$ cat src/rtl/tmds_pkg.sv
// rtl/tmds_pkg.sv - TMDS symbol constants and helpers shared by the serial gearbox
// Contents: control symbols, forwarded-clock pattern, 10-bit word type, bit reversal.
package tmds_pkg;

    typedef logic [9:0] tmds_word_t;

    // DVI/HDMI control-period symbols, indexed by {C1, C0}.
    localparam tmds_word_t TMDS_CTRL_00 = 10'b1101010100;
    localparam tmds_word_t TMDS_CTRL_01 = 10'b0010101011;
    localparam tmds_word_t TMDS_CTRL_10 = 10'b0101010100;
    localparam tmds_word_t TMDS_CTRL_11 = 10'b1010101011;

    // Five ones then five zeros: one pixel-clock period on the forwarded-clock lane.
    localparam tmds_word_t TMDS_CLK_PATTERN = 10'b0000011111;

    function automatic tmds_word_t bit_reverse(input tmds_word_t w);
        tmds_word_t r;
        for (int b = 0; b < 10; b++) begin
            r[b] = w[9-b];
        end
        return r;
    endfunction

endpackage

$ cat src/rtl/tmds_gearbox_lane.sv
// rtl/tmds_gearbox_lane.sv - one serial lane: shift register, optional reversal, polarity, output register
// Ports:
//   clk       - serial clock
//   reset     - synchronous active-high reset
//   idle      - gearbox disabled: reload RESET_WORD, drive the rest value
//   load      - load load_data into the shift register this cycle
//   out_en    - output register follows the shift register (else rest value)
//   load_data - word to load
//   out_bits  - registered OUT_W-bit slice, bit 0 sent first
module tmds_gearbox_lane #(
    parameter int              WORD_W     = 10,
    parameter int              OUT_W      = 2,
    parameter bit              REVERSE    = 1'b0,
    parameter bit              INVERT     = 1'b0,
    parameter logic [WORD_W-1:0] RESET_WORD = '0
) (
    input  logic              clk,
    input  logic              reset,
    input  logic              idle,
    input  logic              load,
    input  logic              out_en,
    input  logic [WORD_W-1:0] load_data,
    output logic [OUT_W-1:0]  out_bits
);

    logic [WORD_W-1:0] sr_q;
    logic [WORD_W-1:0] sr_d;
    logic [WORD_W-1:0] load_word;
    logic [OUT_W-1:0]  out_q;
    logic [OUT_W-1:0]  out_d;

    always_comb begin
        load_word = load_data;
        // MSB-first links are served by reversing once on load, so the
        // shifter always sends its bit 0 first.
        if (REVERSE) begin
            for (int b = 0; b < WORD_W; b++) begin
                load_word[b] = load_data[WORD_W-1-b];
            end
        end

        sr_d = sr_q >> OUT_W;
        if (idle) begin
            sr_d = RESET_WORD;
        end else if (load) begin
            sr_d = load_word;
        end

        out_d = {OUT_W{INVERT}};
        if (out_en) begin
            out_d = sr_q[OUT_W-1:0] ^ {OUT_W{INVERT}};
        end
    end

    always_ff @(posedge clk) begin
        if (reset) begin
            sr_q  <= RESET_WORD;
            out_q <= {OUT_W{INVERT}};
        end else begin
            sr_q  <= sr_d;
            out_q <= out_d;
        end
    end

    assign out_bits = out_q;

endmodule

$ cat src/rtl/tmds_gearbox.sv
// rtl/tmds_gearbox.sv - single-clock TMDS parallel-to-serial gearbox with forwarded clock
// Ports:
//   clk_pixel_x5     - serial clock, the only clock
//   reset            - synchronous active-high reset
//   enable           - run the gearbox
//   in_valid/ready   - symbol-set handshake
//   in_data          - one symbol per lane
//   out_bits         - per-lane serial slices, bit 0 sent first
//   out_clock        - forwarded-clock slice
//   word_start       - out_bits carries slice 0 of a word
//   underflow_clear  - clears underflow_sticky
//   underflow_sticky - an idle symbol was substituted since the last clear/reset
module tmds_gearbox
    import tmds_pkg::*;
#(
    parameter int                      NUM_CHANNELS = 3,
    parameter int                      WORD_W       = 10,
    parameter int                      OUT_W        = 2,
    parameter bit                      LSB_FIRST    = 1'b1,
    parameter logic [WORD_W-1:0]       IDLE_WORD    = TMDS_CTRL_00,
    parameter logic [WORD_W-1:0]       CLK_PATTERN  = TMDS_CLK_PATTERN,
    parameter logic [NUM_CHANNELS-1:0] INVERT_MASK  = '0,
    parameter bit                      INVERT_CLOCK = 1'b0
) (
    input  logic              clk_pixel_x5,
    input  logic              reset,
    input  logic              enable,
    input  logic              in_valid,
    output logic              in_ready,
    input  logic [WORD_W-1:0] in_data [NUM_CHANNELS],
    output logic [OUT_W-1:0]  out_bits [NUM_CHANNELS],
    output logic [OUT_W-1:0]  out_clock,
    output logic              word_start,
    input  logic              underflow_clear,
    output logic              underflow_sticky
);

    localparam int RATIO = WORD_W / OUT_W;
    localparam int CNT_W = (RATIO > 1) ? $clog2(RATIO) : 1;
    localparam logic [CNT_W-1:0] CNT_LAST = CNT_W'(RATIO - 1);

    localparam logic [0:0] ST_IDLE = 1'b0;
    localparam logic [0:0] ST_RUN  = 1'b1;

    logic [0:0]        state_q, state_d;
    logic [CNT_W-1:0]  cnt_q, cnt_d;
    logic              hold_valid_q, hold_valid_d;
    logic [WORD_W-1:0] hold_q [NUM_CHANNELS];
    logic [WORD_W-1:0] hold_d [NUM_CHANNELS];
    logic              sticky_q, sticky_d;
    logic              word_start_q, word_start_d;

    logic              load;
    logic              accept;
    logic              lane_load;
    logic              underflow;
    logic              run_out;
    logic [WORD_W-1:0] load_src [NUM_CHANNELS];

    // The first enabled cycle out of IDLE is a load because cnt parks at CNT_LAST.
    assign load     = ((state_q == ST_RUN) || enable) && (cnt_q == CNT_LAST);
    assign in_ready = enable && !reset && (!hold_valid_q || load);
    assign accept   = in_valid && in_ready;
    assign run_out  = (state_q == ST_RUN) && enable;

    always_comb begin
        state_d      = state_q;
        cnt_d        = cnt_q;
        hold_valid_d = hold_valid_q;
        hold_d       = hold_q;
        lane_load    = 1'b0;
        underflow    = 1'b0;
        for (int i = 0; i < NUM_CHANNELS; i++) begin
            load_src[i] = IDLE_WORD;
        end

        if (!enable) begin
            // Any half-sent word is abandoned silently.
            state_d      = ST_IDLE;
            cnt_d        = CNT_LAST;
            hold_valid_d = 1'b0;
        end else begin
            state_d = ST_RUN;
            if (load) begin
                cnt_d     = '0;
                lane_load = 1'b1;
                if (hold_valid_q) begin
                    // Hold is older than anything arriving now; a concurrent
                    // accept takes its place.
                    load_src     = hold_q;
                    hold_valid_d = accept;
                    if (accept) begin
                        hold_d = in_data;
                    end
                end else if (accept) begin
                    load_src = in_data;
                end else begin
                    underflow = 1'b1;
                end
            end else begin
                cnt_d = cnt_q + 1'b1;
                if (accept) begin
                    hold_valid_d = 1'b1;
                    hold_d       = in_data;
                end
            end
        end

        // A new underflow wins over a clear in the same cycle.
        sticky_d = sticky_q;
        if (underflow) begin
            sticky_d = 1'b1;
        end else if (underflow_clear) begin
            sticky_d = 1'b0;
        end

        word_start_d = run_out && (cnt_q == '0);
    end

    always_ff @(posedge clk_pixel_x5) begin
        if (reset) begin
            state_q      <= ST_IDLE;
            cnt_q        <= CNT_LAST;
            hold_valid_q <= 1'b0;
            sticky_q     <= 1'b0;
            word_start_q <= 1'b0;
        end else begin
            state_q      <= state_d;
            cnt_q        <= cnt_d;
            hold_valid_q <= hold_valid_d;
            sticky_q     <= sticky_d;
            word_start_q <= word_start_d;
        end
        hold_q <= hold_d;
    end

    assign word_start       = word_start_q;
    assign underflow_sticky = sticky_q;

    for (genvar i = 0; i < NUM_CHANNELS; i++) begin : g_lane
        tmds_gearbox_lane #(
            .WORD_W     (WORD_W),
            .OUT_W      (OUT_W),
            .REVERSE    (!LSB_FIRST),
            .INVERT     (INVERT_MASK[i]),
            .RESET_WORD (IDLE_WORD)
        ) u_lane (
            .clk       (clk_pixel_x5),
            .reset     (reset),
            .idle      (!enable),
            .load      (lane_load),
            .out_en    (run_out),
            .load_data (load_src[i]),
            .out_bits  (out_bits[i])
        );
    end

    // The clock lane is never reversed: its pattern is defined in send order.
    tmds_gearbox_lane #(
        .WORD_W     (WORD_W),
        .OUT_W      (OUT_W),
        .REVERSE    (1'b0),
        .INVERT     (INVERT_CLOCK),
        .RESET_WORD (CLK_PATTERN)
    ) u_clk_lane (
        .clk       (clk_pixel_x5),
        .reset     (reset),
        .idle      (!enable),
        .load      (lane_load),
        .out_en    (run_out),
        .load_data (CLK_PATTERN),
        .out_bits  (out_clock)
    );

endmodule

$ cat config.mk
export PLATFORM = sky130hd
export DESIGN_NAME = tmds_gearbox
export DESIGN_NICKNAME = d
export VERILOG_FILES = /design/src/rtl/tmds_pkg.sv /design/src/rtl/tmds_gearbox_lane.sv /design/src/rtl/tmds_gearbox.sv
export SDC_FILE = /design/constraint.sdc
export NUM_CORES = 1
export LEC_CHECK = 0
export CORE_MARGIN = 5
export CORE_UTILIZATION = 46
export CTS_CLUSTER_SIZE = 40
export DETAILED_ROUTE_END_ITERATION = 8
export GPL_ROUTABILITY_DRIVEN = 1
export PLACE_DENSITY = 0.81
export SYNTH_ARGS = -nofsm -noshare
export SYNTH_HDL_FRONTEND = slang
export SYNTH_SLANG_ARGS = --single-unit
$ cat constraint.sdc
create_clock -name clk_pixel_x5 -period 5.3 [get_ports clk_pixel_x5]
set_input_delay 1.06 -clock clk_pixel_x5 [delete_from_list [all_inputs] [get_ports clk_pixel_x5]]
set_output_delay 1.06 -clock clk_pixel_x5 [all_outputs]
set_load 0.01 [all_outputs]
# Yosys cells after proc, flatten, opt, wreduce, memory -nomap -nowiden
# Cells that the tools add are included.
# totals
regBits	85
wordCells	63
# classes
addsub	1
eq_ne	2
mux	22
bitwise	2
reduce_logical	18
# op_table
op	n
30-bit 2-to-1 mux	6
10-bit 2-to-1 mux	3
1-bit 2-to-1 mux	12
1-bit logical AND	6
3-bit OR reduction	2
2-bit nonzero test	2
2-bit OR reduction	2
3-bit by 1-bit adder with 3-bit output (second input constant)	1
3-bit == test (second input constant)	1
3-bit zero test	1
3-bit 2-to-1 mux	1
1-bit zero test	2
1-bit logical OR	2
2-bit != test (second input constant)	1
1-bit inverter	2
2-bit AND reduction	1

# Logic depth before layout (Yosys ltp)
# depth
word_depth	10
mapped_depth	7
mapped_depth_nobuf	5

# Cells and area by module
# Synthesis repeated with hierarchy kept, for this count alone.
# hier_totals
cells_unflattened	319
hier_area_um2	3643.5
# modules_own_cells
mod	instances	cells_per_inst	area_each_um2	seq_area_each_um2
tmds_gearbox	1	174	2014.4	1041.0
tmds_gearbox_lane (g_lane[0].u_lane ...)	3	37	406.6	240.2
tmds_gearbox_lane (u_clk_lane)	1	34	409.1	240.2

# Least setup slack after synthesis
# OpenSTA, ideal clock, no wires.
# synth_timing
path_type	input -> output
start	input reset
end	output in_ready
arrival_ns	1.683
path_slack_ns	2.557
cell_stages	3
path_buffers	1
cell_sequence	nand2b_1 clkbuf_1 a21oi_1
# synth_via
elab_chain_cells	3
# synth_lines
element	line	rtl
start, declared	tmds_gearbox.sv:26	input logic reset,
1-bit zero test	tmds_gearbox.sv:62	assign in_ready = enable && !reset && (!hold_valid_q || load);
1-bit logical AND (2 in series)	tmds_gearbox.sv:62	
end, declared	tmds_gearbox.sv:29	output logic in_ready,
# Every way passes these cells.

# Final worst setup path
# layout_timing
start	input enable
end	output in_ready
# layout_via
elab_chain_cells	4
# layout_lines
element	line	rtl
start, declared	tmds_gearbox.sv:27	input logic enable,
1-bit logical OR	tmds_gearbox.sv:61	assign load = ((state_q == ST_RUN) || enable) && (cnt_q == CNT_LAST);
1-bit logical AND	tmds_gearbox.sv:61	
1-bit logical OR	tmds_gearbox.sv:62	
1-bit logical AND *	tmds_gearbox.sv:62	
# Every way passes the cells marked *; elsewhere a longest branch is shown, timed or not.

==> metrics.md <==
| Metric | Value |
|---|---|
| Max clock buf depth | 2 |
| YS warnings | 0 |
| # resized after CTS | 0 |
| Post-CTS setup buffer count | 0 |
| Final Max Tran Viols | 0 |
| FP Rows | 28 |
| Dpl hpwl | 3470 µm |
| Average wire per standard cell | 15.6 µm |
| Clk_lat worst skew | 0.35 ns |
| Class of the worst hold path | reg -> reg |
| Max Cap Violations | 0 |
| Cts bufs inserted | 9 |
| Req. time, crit path | 4.24 ns |
| Switch share | 23.6% |
| Post-synthesis instance area | 0.00275 mm² |
| Hold Fails Final Rpt | 0 |
| Vias in the first global route | 1753 |
| Worst setup SP type | primary input |
| Cells after synthesis | 217 |
| CTS clock-pin slew for the worst setup and hold paths | 0.07 ns |
| Crit path to | in_ready |
| CTS hold repair buffers | 0 |
| CP Data Arrival Time | 2.73 ns |
| Final worst-path cycle share | 71.4% |
| Setup Skew | 0.00999 ns |
| Comb pwr share | 8.4% |
| Time the worst path needs with I/O delays and setup | 3.79 ns |
| Outcome | completed |
| CTS tree | done |
| Pint | 857 µW |
| Reg power frac | 58.1% |
| Initial antenna violation count | 0 |
| Leak pwr | 1.24 nW |
| Synth area leaders | dfxtp_1 (35%), edfxtp_1 (33%), a221oi_2 (5.5%) |
| Worst-path fanout max | 15 |
| Clock network power share | 33.5% |
| Drc violations | 0 |
| Max_slew headroom | 25.8% |
| WL met1 | 2340 µm |
| Final setup fails | 0 |
| Die Area | 0.00763 mm² |
| H-Tree Depth | 3 |
| Share of cells above drive strength 1 | 10.6% |
| Layout area overhead | 22.9% |
| Most used DFF post-synth | dfxtp_1 |
| GRT Util Overall | 15.0% |
| Vias post-DR | 1835 |
| Fmax | 0.264 GHz |
| CTS Sinks | 78 |
| Final ANT Viol Nets | 0 |
| Worst Setup SP | enable |
| Via density | 5.41 |
| Total gr overflow | 0 |
| Die W | 87.4 µm |
| Pin slew with the least headroom to its limit | 1.11 ns |
| Crit Path Category | in -> out |
| WL met2 | 2430 µm |
| CTS Root Cell | clkbuf_8 |
| Top cell type by total area after synthesis | dfxtp_1 |
| I/O Buffers | 45 |
| Die H | 87.4 µm |
| RD Place Congestion | 0.760 |
| Register area share after synthesis | 67.6% |
| RR Startpoint | cnt_q[0] |
| Mapped Nets | 254 |
| Post-synth top cells | dfxtp_1 (48), edfxtp_1 (30), nor2_1 (17) |
| Global-route wire length before repair | 8450 µm |
| Highest routed layer | met4 |
| RSZ-0062 raised after global routing | no |
| PnR Total Power | 1.12 mW |
| Pwr Density | 331 mW/mm² |
| Drt total wl | 5300 µm |
| Most common cell in the netlist | dfxtp_1 |
| R2R cell count | 6 |
| Synth Register Bits | 78 |
| Syn Area/Cell | 12.7 µm² |
| # diodes | 0 |
| Largest net degree at the start of global routing | 35 |
| FFs w/ async S/R, synth | 0% |
| Pre-antenna DRT Iters | 5 |
| Peak supply drop | 185 µV |
| Initial core utilization | 46.8% |
| R2R setup slack | 2.42 ns |
| Setup_tns | 0 ns |
| Reg-to-reg endpoint | hold_q[16] |
| Ports | 46 |
| Sw power | 264 µW |
| Setup crit end kind | output pin |
| Post-synth EDFFs | 30 |
| Final net count | 296 |
| Top cell type's share of synthesized area | 34.9% |
| Routed met3 length | 417 µm |
| DRT iter0 DRCs | 159 |
| Netlist cell types | 29 |
| Core Area | 0.00589 mm² |
==> kinds of logic after synthesis <==
logic type                 after synthesis  share of synthesized area (%)
and+or+nand+nor                         49                           9.13
adders and majority gates                2                          0.909
DFF                                     78                           67.6
xor gates and xnor gates                 1                          0.318
AOI/OAI and AO/OA                       66                           18.1
buffers and inverters                   21                           3.95
==> placed cells by master, fill, tap and decap left out, drive strengths merged, types with 4 or more instances in the layout <==
cell           netlist  final
a21oi               12     12
clkdlybuf4s50        0     45
a221oi              15     15
inv                  6      6
clkinv               0      4
nand2               12     12
o22ai                6      6
edfxtp              30     30
o21ai               22     22
clkbuf               2     10
dfxtp               48     48
and3                11     11
o221ai               9      9
nor2                17     17
==> sequential cells by signal, summed over array words and instances (netlist names) <==
name and count:
cnt_q 3, u_clk_lane.sr_q 3, hold_q 30, underflow_sticky 1
state_q 1, hold_valid_q 1, word_start 1, g_lane.u_lane.sr_q 30
u_clk_lane.out_bits 2, g_lane.u_lane.out_bits 6
==> how the worst min path moves through the flow <==
stage / start / to / slack, ns / cells past startpoint
2_1_floorplan: u_clk_lane.sr_q[3] / u_clk_lane.sr_q[2] / 0.39 / 1
3_3_place_gp: u_clk_lane.sr_q[3] / u_clk_lane.sr_q[2] / 0.40 / 1
3_5_place_dp: g_lane[1].u_lane.sr_q[6] / g_lane[1].u_lane.sr_q[4] / 0.42 / 2
4_1_cts: g_lane[1].u_lane.sr_q[6] / g_lane[1].u_lane.sr_q[4] / 0.44 / 2
5_1_grt: g_lane[1].u_lane.sr_q[6] / g_lane[1].u_lane.sr_q[4] / 0.47 / 2
6_report: g_lane[1].u_lane.sr_q[6] / g_lane[1].u_lane.sr_q[4] / 0.45 / 2
==> through the flow <==
stage | utilization, % | cell area (µm²) | hold WS (ns) | setup WS (ns) | cells
2_1_floorplan | - | 2750 | 0.391 | 2.56 | 217
3_3_place_gp | 54.7 | 3220 | 0.403 | 1.43 | 323
3_5_place_dp | 54.7 | 3220 | 0.424 | 1.29 | 323
4_1_cts | 57.5 | 3390 | 0.442 | 1.52 | 339
5_1_grt | 57.5 | 3390 | 0.474 | 1.43 | 339
6_report | 57.5 | 3390 | 0.446 | 1.51 | 339
==> critical path: stages <==
cell	delay, ns
clkdlybuf4s50_1	0.53
nand2b_1	0.34
a21oi_1	0.23
clkdlybuf4s50_1	0.56
==> per-layer routing <==
layer,GRT usage (%),vias up
li1,-,895
met1,18.9,872
met2,23.2,57
met3,3.60,11
met4,8.79,0
met5,0,-
==> power by group through the flow <==
stage / sequential [mW] / clock (mW) / combinational, mW
detailed placement: 0.665 / 0 / 0.0943
global route: 0.653 / 0.411 / 0.104
global placement: 0.663 / 0 / 0.0917
CTS: 0.651 / 0.382 / 0.0947
finish: 0.651 / 0.376 / 0.0942
floorplan: 0.661 / 0 / 0.0525
==> final cells by class <==
type / instances / area [µm²]
clock buffers: 10 / 128
clock inverters: 6 / 38.8
fillers: 505 / 2500
inverters: 6 / 22.5
multi-input cells: 118 / 783
flip-flops and latches: 78 / 1860
well taps: 75 / 93.8
repair buffers: 46 / 458
No activity file was read; power rests on OpenSTA's default activity.
